==> src/rtl/mem_fill_writer.sv <==
// mem_fill_writer: writes a valid/ready byte stream into LENGTH consecutive RAM
// words starting at BASE_ADDR, then optionally reads the region back and
// compares a modulo-2**DATA_W running sum of what was read against what was
// written.
//
// Ports:
//   clk_i, rst_i          clock, asynchronous active-high reset
//   start_i               begin a fill (honoured in IDLE and DONE only)
//   s_valid_i, s_data_i   source byte stream
//   s_ready_o             combinational: block accepts a byte this cycle
//   w_en_o/w_addr_o/w_data_o  RAM write port (one cycle after acceptance)
//   r_en_o/r_addr_o       RAM read request
//   r_data_i              RAM read data, valid the cycle after r_en_o
//   busy_o, done_o        status (FILL/VERIFY, DONE)
//   error_o               checksum mismatch, sticky until next start
//   count_o               words accepted in the current fill
module mem_fill_writer #(
   parameter int unsigned ADDR_W    = 8,
   parameter int unsigned DATA_W    = 8,
   parameter int unsigned BASE_ADDR = 0,
   parameter int unsigned LENGTH    = 16,
   parameter bit          VERIFY    = 1'b1
) (
   input  logic              clk_i,
   input  logic              rst_i,
   input  logic              start_i,
   input  logic              s_valid_i,
   input  logic [DATA_W-1:0] s_data_i,
   output logic              s_ready_o,
   output logic              w_en_o,
   output logic [ADDR_W-1:0] w_addr_o,
   output logic [DATA_W-1:0] w_data_o,
   output logic              r_en_o,
   output logic [ADDR_W-1:0] r_addr_o,
   input  logic [DATA_W-1:0] r_data_i,
   output logic              busy_o,
   output logic              done_o,
   output logic              error_o,
   output logic [ADDR_W:0]   count_o
);

   localparam int unsigned CNT_W = ADDR_W + 1;
   localparam logic [CNT_W-1:0]  LEN_C  = CNT_W'(LENGTH);
   localparam logic [CNT_W-1:0]  LAST_C = CNT_W'(LENGTH - 1);
   localparam logic [ADDR_W-1:0] BASE_C = ADDR_W'(BASE_ADDR);

   typedef enum logic [1:0] {
      ST_IDLE,
      ST_FILL,
      ST_VERIFY,
      ST_DONE
   } state_t;

   state_t state_q, state_d;

   logic              w_en_q, w_en_d;
   logic [ADDR_W-1:0] w_addr_q, w_addr_d;
   logic [DATA_W-1:0] w_data_q, w_data_d;
   logic              r_en_q, r_en_d;
   logic [ADDR_W-1:0] r_addr_q, r_addr_d;
   logic [ADDR_W-1:0] wr_ptr_q, wr_ptr_d;
   logic [ADDR_W-1:0] rd_ptr_q, rd_ptr_d;
   logic [CNT_W-1:0]  count_q, count_d;
   logic [CNT_W-1:0]  issue_q, issue_d;
   logic [CNT_W-1:0]  cap_q, cap_d;
   logic [DATA_W-1:0] wsum_q, wsum_d;
   logic [DATA_W-1:0] rsum_q, rsum_d;
   logic [DATA_W-1:0] rsum_add;
   logic              rvalid_q, rvalid_d;
   logic              error_q, error_d;
   logic              busy_q, busy_d;
   logic              done_q, done_d;
   logic              accept;

   // Ready is combinational so a source sees backpressure the same cycle
   assign s_ready_o = (state_q == ST_FILL) && (count_q < LEN_C);
   assign accept    = s_valid_i && s_ready_o;

   // State register
   always_ff @(posedge clk_i or posedge rst_i) begin
      if (rst_i) begin
         state_q <= ST_IDLE;
      end else begin
         state_q <= state_d;
      end
   end

   // Next-state and next-value logic for every registered output/datapath reg
   always_comb begin
      state_d  = state_q;
      w_en_d   = 1'b0;
      w_addr_d = w_addr_q;
      w_data_d = w_data_q;
      r_en_d   = 1'b0;
      r_addr_d = r_addr_q;
      wr_ptr_d = wr_ptr_q;
      rd_ptr_d = rd_ptr_q;
      count_d  = count_q;
      issue_d  = issue_q;
      cap_d    = cap_q;
      wsum_d   = wsum_q;
      rsum_d   = rsum_q;
      rvalid_d = 1'b0;
      error_d  = error_q;
      rsum_add = rsum_q + r_data_i;

      case (state_q)
         ST_IDLE, ST_DONE: begin
            if (start_i) begin
               state_d  = ST_FILL;
               wr_ptr_d = BASE_C;
               rd_ptr_d = BASE_C;
               count_d  = '0;
               issue_d  = '0;
               cap_d    = '0;
               wsum_d   = '0;
               rsum_d   = '0;
               error_d  = 1'b0;
            end
         end

         ST_FILL: begin
            if (accept) begin
               w_en_d   = 1'b1;
               w_addr_d = wr_ptr_q;
               w_data_d = s_data_i;
               wr_ptr_d = wr_ptr_q + ADDR_W'(1);
               count_d  = count_q + CNT_W'(1);
               wsum_d   = wsum_q + s_data_i;
               // Final write pulse lands in the first cycle of the next state
               if (count_q == LAST_C) begin
                  state_d = VERIFY ? ST_VERIFY : ST_DONE;
               end
            end
         end

         ST_VERIFY: begin
            // First VERIFY cycle carries the last write, so reads start after it
            if (issue_q < LEN_C) begin
               r_en_d   = 1'b1;
               r_addr_d = rd_ptr_q;
               rd_ptr_d = rd_ptr_q + ADDR_W'(1);
               issue_d  = issue_q + CNT_W'(1);
            end
            // Read data is valid the cycle after each request
            rvalid_d = r_en_q;
            if (rvalid_q) begin
               rsum_d = rsum_add;
               cap_d  = cap_q + CNT_W'(1);
               if (cap_q == LAST_C) begin
                  error_d = (rsum_add != wsum_q);
                  state_d = ST_DONE;
               end
            end
         end

         default: begin
            state_d = ST_IDLE;
         end
      endcase

      busy_d = (state_d == ST_FILL) || (state_d == ST_VERIFY);
      done_d = (state_d == ST_DONE);
   end

   // Datapath and output registers
   always_ff @(posedge clk_i or posedge rst_i) begin
      if (rst_i) begin
         w_en_q   <= 1'b0;
         w_addr_q <= '0;
         w_data_q <= '0;
         r_en_q   <= 1'b0;
         r_addr_q <= '0;
         wr_ptr_q <= '0;
         rd_ptr_q <= '0;
         count_q  <= '0;
         issue_q  <= '0;
         cap_q    <= '0;
         wsum_q   <= '0;
         rsum_q   <= '0;
         rvalid_q <= 1'b0;
         error_q  <= 1'b0;
         busy_q   <= 1'b0;
         done_q   <= 1'b0;
      end else begin
         w_en_q   <= w_en_d;
         w_addr_q <= w_addr_d;
         w_data_q <= w_data_d;
         r_en_q   <= r_en_d;
         r_addr_q <= r_addr_d;
         wr_ptr_q <= wr_ptr_d;
         rd_ptr_q <= rd_ptr_d;
         count_q  <= count_d;
         issue_q  <= issue_d;
         cap_q    <= cap_d;
         wsum_q   <= wsum_d;
         rsum_q   <= rsum_d;
         rvalid_q <= rvalid_d;
         error_q  <= error_d;
         busy_q   <= busy_d;
         done_q   <= done_d;
      end
   end

   assign w_en_o   = w_en_q;
   assign w_addr_o = w_addr_q;
   assign w_data_o = w_data_q;
   assign r_en_o   = r_en_q;
   assign r_addr_o = r_addr_q;
   assign busy_o   = busy_q;
   assign done_o   = done_q;
   assign error_o  = error_q;
   assign count_o  = count_q;

endmodule
==> config.mk <==
export PLATFORM = sky130hd
export DESIGN_NAME = mem_fill_writer
export DESIGN_NICKNAME = d
export VERILOG_FILES = /design/src/rtl/mem_fill_writer.sv
export SDC_FILE = /design/constraint.sdc
export NUM_CORES = 1
export LEC_CHECK = 0
export BUFFER_PORTS_ARGS = -buffer_cell sky130_fd_sc_hd__buf_2
export CORE_MARGIN = 1.5
export CORE_UTILIZATION = 30
export DETAILED_ROUTE_END_ITERATION = 7
export REMOVE_ABC_BUFFERS = 1
export SYNTH_ARGS = -nofsm -noshare
export SYNTH_HDL_FRONTEND = slang
export SYNTH_SLANG_ARGS = --single-unit
==> constraint.sdc <==
create_clock -name clk_i -period 3.1 [get_ports clk_i]
set_clock_uncertainty 0.2 [all_clocks]
set_input_delay 0.31 -clock clk_i [delete_from_list [all_inputs] [get_ports clk_i]]
set_output_delay 0.31 -clock clk_i [all_outputs]
set_load 0.01 [all_outputs]
==> impl_results.html, run 1 <==
<table>
<tr><th>Metric</th><th>Value</th></tr>
<tr><th colspan="2">Detailed routing</th></tr>
<tr><td>Iteration count of the initial detailed-routing pass</td><td>4</td></tr>
<tr><td>Total wire length</td><td>10500 um</td></tr>
<tr><td>DRC violation total after the first TritonRoute iteration</td><td>158</td></tr>
<tr><td>Average wire length per cell after detail routing</td><td>14.4 um</td></tr>
<tr><td>Count of nets left with antenna violations after detail routing</td><td>0</td></tr>
<tr><td>DRC</td><td>0</td></tr>
<tr><td>Vias per std cell</td><td>4.89</td></tr>
<tr><td>DR vias</td><td>3552</td></tr>
<tr><th colspan="2">Setup path</th></tr>
<tr><td>Worst setup SP type</td><td>flip-flop</td></tr>
<tr><td>Critical path class</td><td>reg2reg</td></tr>
<tr><td>Length in cells of the worst reg-to-reg path</td><td>7</td></tr>
<tr><td>Data required, critical path</td><td>3.13 ns</td></tr>
<tr><td>Critical path fanouts, max</td><td>13</td></tr>
<tr><td>Signal arrival time at the worst endpoint</td><td>2.63 ns</td></tr>
<tr><td>Origin of the worst setup path</td><td>state_q[0]$_DFF_PP0_</td></tr>
<tr><td>Kind of capture point of the worst setup path</td><td>flip-flop</td></tr>
<tr><td>R2R Path Start</td><td>state_q[0]$_DFF_PP0_</td></tr>
<tr><th colspan="2">Global routing</th></tr>
<tr><td>Pin count of the biggest net entering global routing</td><td>48</td></tr>
<tr><td>Global route total overflow</td><td>0</td></tr>
<tr><td>Met2 routing resource usage after global routing</td><td>21.8%</td></tr>
<tr><td>Initial antenna violation count</td><td>1</td></tr>
<tr><td>Highest-utilization routing layer at the global route stage</td><td>met2</td></tr>
<tr><td>GRT met3 Usage</td><td>3.10%</td></tr>
<tr><td>Wire length of the first global-routing pass</td><td>17800 um</td></tr>
<tr><td>Overall routing resource usage</td><td>14.0%</td></tr>
<tr><td>Number of global-route vias before repair</td><td>3643</td></tr>
<tr><td>Fraction of met1 tracks used by global routing</td><td>18.7%</td></tr>
<tr><th colspan="2">Floorplanning</th></tr>
<tr><td>Top-Level Pins</td><td>59</td></tr>
<tr><td>Width of the die</td><td>127 um</td></tr>
<tr><td>Area enclosed by the die boundary</td><td>16200 um^2</td></tr>
<tr><td>Placement row count</td><td>45</td></tr>
<tr><td>Vertical die dimension</td><td>127 um</td></tr>
<tr><td>Placeable Area</td><td>15100 um^2</td></tr>
<tr><td>Initial Util</td><td>30.6%</td></tr>
<tr><th colspan="2">Timing</th></tr>
<tr><td>Final hold slack</td><td>0.0193 ns</td></tr>
<tr><td>Max Freq</td><td>385 MHz</td></tr>
<tr><td>Transition time at the pin with the least slew margin</td><td>0.851 ns</td></tr>
<tr><td>Final worst path period share</td><td>83.7%</td></tr>
<tr><td>Hold violation count in the final report</td><td>0</td></tr>
<tr><td>Setup violations, final</td><td>0</td></tr>
<tr><td>Setup TNS Final</td><td>0 ns</td></tr>
<tr><td>Setup repair after global routing missed its margin</td><td>no</td></tr>
<tr><td>Worst-case headroom to the max-slew limit</td><td>43.3%</td></tr>
<tr><td>Post-layout min period</td><td>2.60 ns</td></tr>
<tr><td>Number of max-slew violations in the final report</td><td>0</td></tr>
<tr><th colspan="2">Min path</th></tr>
<tr><td>Hold path start</td><td>s_data_i[1]</td></tr>
<tr><td>Worst hold path type</td><td>in2reg</td></tr>
<tr><td>Depth of the worst hold-timing path</td><td>3</td></tr>
<tr><th colspan="2">Pwr</th></tr>
<tr><td>Internal power</td><td>2110 uW</td></tr>
<tr><td>Overall power</td><td>3010 uW</td></tr>
<tr><td>Static leakage</td><td>0.00266 uW</td></tr>
<tr><td>Total power density per cell area</td><td>552 nW/um^2</td></tr>
<tr><td>Worst IR Drop VDD</td><td>0.000242 V</td></tr>
<tr><td>Sequential fraction of design power</td><td>42.5%</td></tr>
<tr><td>Net switching power</td><td>903 uW</td></tr>
<tr><td>Switching share of power</td><td>30.0%</td></tr>
<tr><td>Clock power share</td><td>34.8%</td></tr>
<tr><td>Relative contribution of combinational cells to total power</td><td>22.7%</td></tr>
<tr><th colspan="2">Yosys</th></tr>
<tr><td>Cells after synthesis</td><td>473</td></tr>
<tr><td>Ranking of synthesized cells by instance count</td><td>dfrtp_1, nand2_1, nor2_1</td></tr>
<tr><td>Main flop type after synthesis</td><td>dfrtp_1</td></tr>
<tr><td>Sequential fraction of the synthesis area</td><td>49.2%</td></tr>
<tr><td>Most used standard cell by instance count after synthesis</td><td>dfrtp_1</td></tr>
<tr><td>Syn Area/Cell</td><td>9.78 um^2</td></tr>
<tr><td>Syn. warnings</td><td>0</td></tr>
<tr><td>Count of different cell masters after synthesis</td><td>57</td></tr>
<tr><td>Area share of the largest cell type after synthesis</td><td>49.2%</td></tr>
<tr><td>EDFF count, synth</td><td>0</td></tr>
<tr><td>Number of storage elements in the synthesis netlist</td><td>91</td></tr>
<tr><td>Fraction of registers with async set or reset after synthesis</td><td>100%</td></tr>
<tr><td>Summed instance area of the synthesized netlist</td><td>4630 um^2</td></tr>
<tr><td>Most area-hungry cell type in the Yosys netlist</td><td>dfrtp_1</td></tr>
<tr><td>Dominant cells by area after synthesis</td><td>dfrtp_1, nand2_1, ha_1</td></tr>
<tr><th colspan="2">Outcome</th></tr>
<tr><td>Outcome</td><td>finished clean</td></tr>
<tr><th colspan="2">Clock tree</th></tr>
<tr><td>Clock tree root driver cell</td><td>clkbuf_16</td></tr>
<tr><td>Quantity of gates resized following cts</td><td>0</td></tr>
<tr><td>Clock sink total</td><td>91</td></tr>
<tr><td>Buffers from clock root to sink, at most</td><td>2</td></tr>
<tr><td>Clock Latency Late Sink</td><td>0.35 ns</td></tr>
<tr><td>CTS tree</td><td>built</td></tr>
<tr><td>Reg clk slew, reported paths</td><td>0.07 ns</td></tr>
<tr><td>Postcts setup bufs</td><td>0</td></tr>
<tr><td>Clock buffer count from CTS</td><td>9</td></tr>
<tr><td>CTS H-tree depth</td><td>3</td></tr>
<tr><th colspan="2">Placed design</th></tr>
<tr><td>Number of buffer cells added on primary ports</td><td>58</td></tr>
<tr><td>Final weighted congestion in routability-driven placement</td><td>0.864</td></tr>
<tr><td>Post-DP HPWL</td><td>7460 um</td></tr>
<tr><th colspan="2">Layout</th></tr>
<tr><td>Post-synthesis to final-layout area growth</td><td>17.7%</td></tr>
<tr><td>Ant. Diodes</td><td>0</td></tr>
<tr><td>Post-layout net count</td><td>578</td></tr>
<tr><td>Fraction of layout instances using a drive strength above 1</td><td>17.4%</td></tr>
<tr><td>Final core utilization</td><td>36.0%</td></tr>
<tr><th colspan="2">Flow run</th></tr>
<tr><td>Max-cap violation count</td><td>0</td></tr>
</table>
## final timing paths
kind                                                 to  slack [ns]
min in group asynchronous        count_o[5]$_DFFE_PP0P_        0.42
max in group asynchronous          cap_q[5]$_DFFE_PP0P_        1.54
worst max register to register   issue_q[3]$_DFFE_PP0P_        0.50
worst min register to register  w_addr_o[7]$_DFFE_PP0P_        0.28
worst max-delay path             issue_q[3]$_DFFE_PP0P_        0.50
worst min-delay path            w_data_o[1]$_DFFE_PP0P_        0.02
## cell type report
class	instances	area, um^2
well taps	188	235
clock buffers	11	243
inverters	16	61.3
multi-input cells	347	2200
fillers	1493	9700
repair buffers	69	398
clock inverters	5	37.5
flip-flops and latches	91	2280
## routing by layer
layer  part of all wire (%)  vias to the layer above  wire [um]
met5                   0.15                        -         16
met4                    2.3                        2        240
met3                    3.5                       18        364
met2                     46                       73       4800
met1                     48                     1715       5080
li1                       -                     1744          -
## through the flow
stage               instances  instance area (um^2)  setup slack [ns]
floorplan                 454                  4530             0.226
global placement          706                  5120             0.552
detailed placement        706                  5120             0.470
CTS                       727                  5450             0.485
global route              727                  5450             0.307
finish                    727                  5450             0.504
## cells by family (layout without fill, tap and decap cells)
logic type      Yosys count  in the layout  share of synthesized area [%]
buf+inv                  35            101                           3.33
xor+xnor                 38             38                           7.19
simple gates            195            195                           20.0
flops                    91             91                           49.2
compound gates           79             79                           10.8
fa+ha+maj                24             24                           6.81
mux                      11             11                           2.62
## state kept, by name (all words and copies together) (netlist names), 8 cells and up
register / cells
issue_q: 9
wsum_q: 8
r_addr_o: 8
cap_q: 9
rsum_q: 8
w_data_o: 8
wr_ptr_q: 8
w_addr_o: 8
rd_ptr_q: 8
count_o: 9
## power by group through the flow
stage	sequential [uW]	clock [uW]	combinational (uW)
detailed placement	1300	0	673
global placement	1300	0	658
floorplan	1290	0	537
global route	1280	1120	769
finish	1280	1050	683
CTS	1280	1080	681
## worst max-delay path: stages, from the launching register on
cell     delay, ns
dfrtp_1       0.37
inv_1         0.05
ha_1          0.41
mux2i_2       0.23
a21oi_1       0.69
and4_1        0.35
xnor2_1       0.13
nor2_1        0.06
## cell usage in the layout, fill, tap and decap left out, types with 3 or more instances in the layout
cell	netlist	layout
xnor2_1	13	13
and2_1	6	6
ha_1	22	22
a31oi_1	3	3
a21oi_1	19	19
and4_1	3	3
o22ai_1	3	3
nand2b_1	5	5
a211oi_1	3	3
nor3_1	3	3
nand3_1	18	18
and3_1	5	5
o211ai_1	4	4
nor2_1	44	44
a22o_1	5	5
mux2_2	6	6
nand2_1	81	81
buf_2	6	58
o21ai_0	24	24
xor2_1	25	25
or3_1	5	5
buf_4	0	5
inv_1	15	14
dlygate4sd3_1	0	5
clkbuf_16	0	9
mux2i_1	4	4
nand4_1	10	10
dfrtp_1	91	91
## repair_timing
| item | in CTS | in global routing |
|---|---|---|
| endpoints found under the hold margin | 48 | 0 |
| setup endpoints to repair | 0 | 0 |
| hold buffers | 5 | 0 |
Power figures use the tool's default switching activity.
==> run 2, diff against run 1 <==
ABC_AREA = 1   (was default)
clock period = 2.27 ns   (was 3.1 ns; I/O delays follow)
==> impl_results.html, run 2 <==
<table>
<tr><th>Metric</th><th>Value</th></tr>
<tr><th colspan="2">Layout</th></tr>
<tr><td>Most common cell after layout, fill and taps aside</td><td>nand2_1</td></tr>
<tr><td>Fraction of layout instances using a drive strength above 1</td><td>18.4%</td></tr>
<tr><td>Most frequent cells in the layout</td><td>nand2_1, dfrtp_1, inv_1, buf_2, nand3_1</td></tr>
<tr><td>Post-layout net count</td><td>706</td></tr>
<tr><td>Final instance area</td><td>5830 um^2</td></tr>
<tr><td>Post-synthesis to final-layout area growth</td><td>22.9%</td></tr>
<tr><td>Ant. Diodes</td><td>0</td></tr>
<tr><th colspan="2">Floorplanning</th></tr>
<tr><td>Area enclosed by the die boundary</td><td>16600 um^2</td></tr>
<tr><td>Placeable Area</td><td>15300 um^2</td></tr>
<tr><td>Width of the die</td><td>129 um</td></tr>
<tr><td>Initial Util</td><td>30.9%</td></tr>
<tr><td>Vertical die dimension</td><td>129 um</td></tr>
<tr><td>Placement row count</td><td>45</td></tr>
<tr><td>Top-Level Pins</td><td>59</td></tr>
<tr><th colspan="2">Setup path</th></tr>
<tr><td>R2R Path Start</td><td>state_q[1]$_DFF_PP0_</td></tr>
<tr><td>Length in cells of the worst reg-to-reg path</td><td>11</td></tr>
<tr><td>Slowest-stage cell, CP</td><td>dfrtp_1</td></tr>
<tr><td>Critical path class</td><td>reg2reg</td></tr>
<tr><td>Worst R2R Setup Slack</td><td>0.08 ns</td></tr>
<tr><td>Data required, critical path</td><td>2.28 ns</td></tr>
<tr><td>Worst setup SP type</td><td>flip-flop</td></tr>
<tr><td>Dominant delay contributor by cell family on the critical path</td><td>simple AND/OR/NAND/NOR gates</td></tr>
<tr><td>Peak per-stage delay on the critical path</td><td>0.40 ns</td></tr>
<tr><td>Signal arrival time at the worst endpoint</td><td>2.20 ns</td></tr>
<tr><td>Number of buffers and inverters on the critical path</td><td>3</td></tr>
<tr><td>Critical Path Sink</td><td>busy_o$_DFF_PP0_</td></tr>
<tr><td>Critical path fanouts, max</td><td>6</td></tr>
<tr><td>Origin of the worst setup path</td><td>state_q[1]$_DFF_PP0_</td></tr>
<tr><td>Terminus of the critical flop-to-flop path</td><td>busy_o$_DFF_PP0_</td></tr>
<tr><td>Kind of capture point of the worst setup path</td><td>flip-flop</td></tr>
<tr><td>Cells traversed along the worst timing path</td><td>inv_2, ha_4, inv_4, nor4_4, nand3_4, inv_2, nand2_1, nand2_1, a21oi_1, nor2_1, ha_1</td></tr>
<tr><td>Cell count along the critical path</td><td>11</td></tr>
<tr><th colspan="2">Yosys</th></tr>
<tr><td>EDFF count, synth</td><td>0</td></tr>
<tr><td>Adder-Cell Fraction of Synth Area</td><td>6.65%</td></tr>
<tr><td>Area share of the largest cell type after synthesis</td><td>48.0%</td></tr>
<tr><td>Ranking of synthesized cells by instance count</td><td>nand2_1, dfrtp_1, inv_1</td></tr>
<tr><td>Syn. warnings</td><td>0</td></tr>
<tr><td>Cells after synthesis</td><td>572</td></tr>
<tr><td>Main flop type after synthesis</td><td>dfrtp_1</td></tr>
<tr><td>Count of different cell masters after synthesis</td><td>36</td></tr>
<tr><td>Dominant cells by area after synthesis</td><td>dfrtp_1, nand2_1, ha_1</td></tr>
<tr><td>Synth Area in Compound Gates</td><td>9.16%</td></tr>
<tr><td>Simple logic cell fraction of the synthesized area</td><td>25.3%</td></tr>
<tr><td>Number of storage elements in the synthesis netlist</td><td>91</td></tr>
<tr><td>Most used standard cell by instance count after synthesis</td><td>nand2_1</td></tr>
<tr><td>Dominant combinational cell family by area after synthesis</td><td>simple AND/OR/NAND/NOR gates</td></tr>
<tr><td>Sequential fraction of the synthesis area</td><td>48.0%</td></tr>
<tr><td>Most area-hungry cell type in the Yosys netlist</td><td>dfrtp_1</td></tr>
<tr><td>Syn Area/Cell</td><td>8.29 um^2</td></tr>
<tr><td>Fraction of synthesized cell area in xor and xnor cells</td><td>3.51%</td></tr>
<tr><td>Summed instance area of the synthesized netlist</td><td>4740 um^2</td></tr>
<tr><td>Fraction of synthesized area in multiplexers</td><td>0%</td></tr>
<tr><td>Fraction of registers with async set or reset after synthesis</td><td>100%</td></tr>
<tr><th colspan="2">Clock tree</th></tr>
<tr><td>Clock Latency Late Sink</td><td>0.34 ns</td></tr>
<tr><td>Clock sink total</td><td>91</td></tr>
<tr><td>Reg clk slew, reported paths</td><td>0.07 ns</td></tr>
<tr><td>Clock tree root driver cell</td><td>clkbuf_16</td></tr>
<tr><td>Buffers from clock root to sink, at most</td><td>2</td></tr>
<tr><td>CTS H-tree depth</td><td>3</td></tr>
<tr><td>Clock buffer count from CTS</td><td>9</td></tr>
<tr><td>CTS tree</td><td>built</td></tr>
<tr><th colspan="2">Global routing</th></tr>
<tr><td>Pin count of the biggest net entering global routing</td><td>92</td></tr>
<tr><td>Global route total overflow</td><td>0</td></tr>
<tr><td>Initial antenna violation count</td><td>0</td></tr>
<tr><td>Wire length of the first global-routing pass</td><td>17600 um</td></tr>
<tr><td>Overall routing resource usage</td><td>13.3%</td></tr>
<tr><td>Number of global-route vias before repair</td><td>3661</td></tr>
<tr><th colspan="2">Min path</th></tr>
<tr><td>Worst hold path type</td><td>in2reg</td></tr>
<tr><td>Depth of the worst hold-timing path</td><td>4</td></tr>
<tr><th colspan="2">Timing</th></tr>
<tr><td>Number of max-slew violations in the final report</td><td>0</td></tr>
<tr><td>Post-layout min period</td><td>2.19 ns</td></tr>
<tr><td>Max Freq</td><td>457 MHz</td></tr>
<tr><td>Hold violation count in the final report</td><td>0</td></tr>
<tr><td>Post-layout worst setup margin</td><td>0.0831 ns</td></tr>
<tr><td>Worst-case headroom to the max-slew limit</td><td>66.3%</td></tr>
<tr><td>Setup TNS Final</td><td>0 ns</td></tr>
<tr><td>Transition time at the pin with the least slew margin</td><td>0.505 ns</td></tr>
<tr><td>Final worst path period share</td><td>96.3%</td></tr>
<tr><td>Final hold slack</td><td>0.125 ns</td></tr>
<tr><td>Setup violations, final</td><td>0</td></tr>
<tr><th colspan="2">Pwr</th></tr>
<tr><td>Switching share of power</td><td>41.0%</td></tr>
<tr><td>Worst IR Drop VDD</td><td>0.000482 V</td></tr>
<tr><td>Static leakage</td><td>0.00296 uW</td></tr>
<tr><td>Clock power share</td><td>21.4%</td></tr>
<tr><td>Internal power</td><td>4100 uW</td></tr>
<tr><td>Relative contribution of combinational cells to total power</td><td>45.7%</td></tr>
<tr><td>Net switching power</td><td>2840 uW</td></tr>
<tr><td>Total power density per cell area</td><td>1190 nW/um^2</td></tr>
<tr><td>Sequential fraction of design power</td><td>32.9%</td></tr>
<tr><td>Overall power</td><td>6940 uW</td></tr>
<tr><th colspan="2">Detailed routing</th></tr>
<tr><td>DRC violation total after the first TritonRoute iteration</td><td>192</td></tr>
<tr><td>Total wire length</td><td>10500 um</td></tr>
<tr><td>DR vias</td><td>3812</td></tr>
<tr><td>DRC</td><td>0</td></tr>
<tr><td>Count of nets left with antenna violations after detail routing</td><td>0</td></tr>
<tr><td>Average wire length per cell after detail routing</td><td>11.9 um</td></tr>
<tr><td>Vias per std cell</td><td>4.34</td></tr>
<tr><td>Iteration count of the initial detailed-routing pass</td><td>5</td></tr>
<tr><th colspan="2">Placed design</th></tr>
<tr><td>Number of buffer cells added on primary ports</td><td>58</td></tr>
<tr><td>Final weighted congestion in routability-driven placement</td><td>0.787</td></tr>
<tr><td>Placed cell areas</td><td>5350 um^2</td></tr>
<tr><td>Post-Place Worst Slack</td><td>0.0990 ns</td></tr>
<tr><td>Post-DP HPWL</td><td>7690 um</td></tr>
<tr><th colspan="2">Outcome</th></tr>
<tr><td>Outcome</td><td>finished clean</td></tr>
<tr><th colspan="2">Flow run</th></tr>
<tr><td>Max-cap violation count</td><td>0</td></tr>
</table>
[run 2: cell count changes after synthesis, sizes merged, moves of 6 or more]
cell	change
nand2	+87
xor2	-12
inv	+57
clkbuf	-8
xnor2	-7
mux2	-6
nand3	+25
and2	-6
o21ai	+19
[run 2: final cells by class]
class / instances / area [um^2]
fill: 1596 / 9490
tap: 211 / 264
clock inverter: 5 / 62.6
inverter: 73 / 278
timing repair buffer: 89 / 558
sequential: 91 / 2280
multi-input combinational: 398 / 2150
clock buffer: 11 / 233
[run 2: how the worst min path moves through the flow]
stage,start,end
final,r_data_i[0],rsum_q[0]$_DFFE_PP0P_
after global routing,r_data_i[0],rsum_q[0]$_DFFE_PP0P_
after CTS,s_valid_i,w_addr_o[6]$_DFFE_PP0P_
after detailed placement,rst_i,r_addr_o[4]$_DFFE_PP0P_
after global placement,rst_i,count_o[7]$_DFFE_PP0P_
after floorplan,s_data_i[0],w_data_o[0]$_DFFE_PP0P_
[run 2: power groups by stage]
stage               clock network [uW]  logic (uW)  registers, uW
detailed placement                   0        2990           2310
finish                            1490        3170           2280
global route                      1600        3610           2340
CTS                               1530        3010           2280
global placement                     0        2940           2300
floorplan                            0        1920           2330
[run 2: what timing repair did]
action,4_1_cts,5_1_grt
hold buffers,9,0
resized for setup,0,13
setup buffers,0,7
endpoints found under the hold margin,99,0
endpoints found under the setup margin,0,3
[run 2: routing by layer]
| layer | track usage (%) | wire length, um | vias to the layer above |
|---|---|---|---|
| met2 | 21.0 | 4720 | 46 |
| met4 | 4.03 | 124 | 0 |
| met1 | 18.6 | 5340 | 1732 |
| li1 | - | - | 2025 |
| met3 | 2.54 | 301 | 9 |
| met5 | 0 | 0 | - |
[run 2: cell families after synthesis]
| group | count (synthesis) |
|---|---|
| simple gates | 277 |
| buf+inv | 83 |
| fa+ha+maj | 24 |
| xor+xnor | 19 |
| compound gates | 78 |
| flops | 91 |
[run 2: worst register-to-register path, stage by stage, from the launching register on]
cell and delay, ns:
dfrtp_1 0.40, inv_2 0.08, ha_4 0.14, inv_4 0.05
nor4_4 0.28, nand3_4 0.17, inv_2 0.09, nand2_1 0.08
nand2_1 0.07, a21oi_1 0.06, nor2_1 0.17, ha_1 0.26
[run 2: stage by stage]
step                      utilization (%)  std cells
after floorplan                         -        562
after global placement               34.9        846
after detailed placement             34.9        846
after CTS                            37.4        871
after global routing                 38.0        878
final                                38.0        878
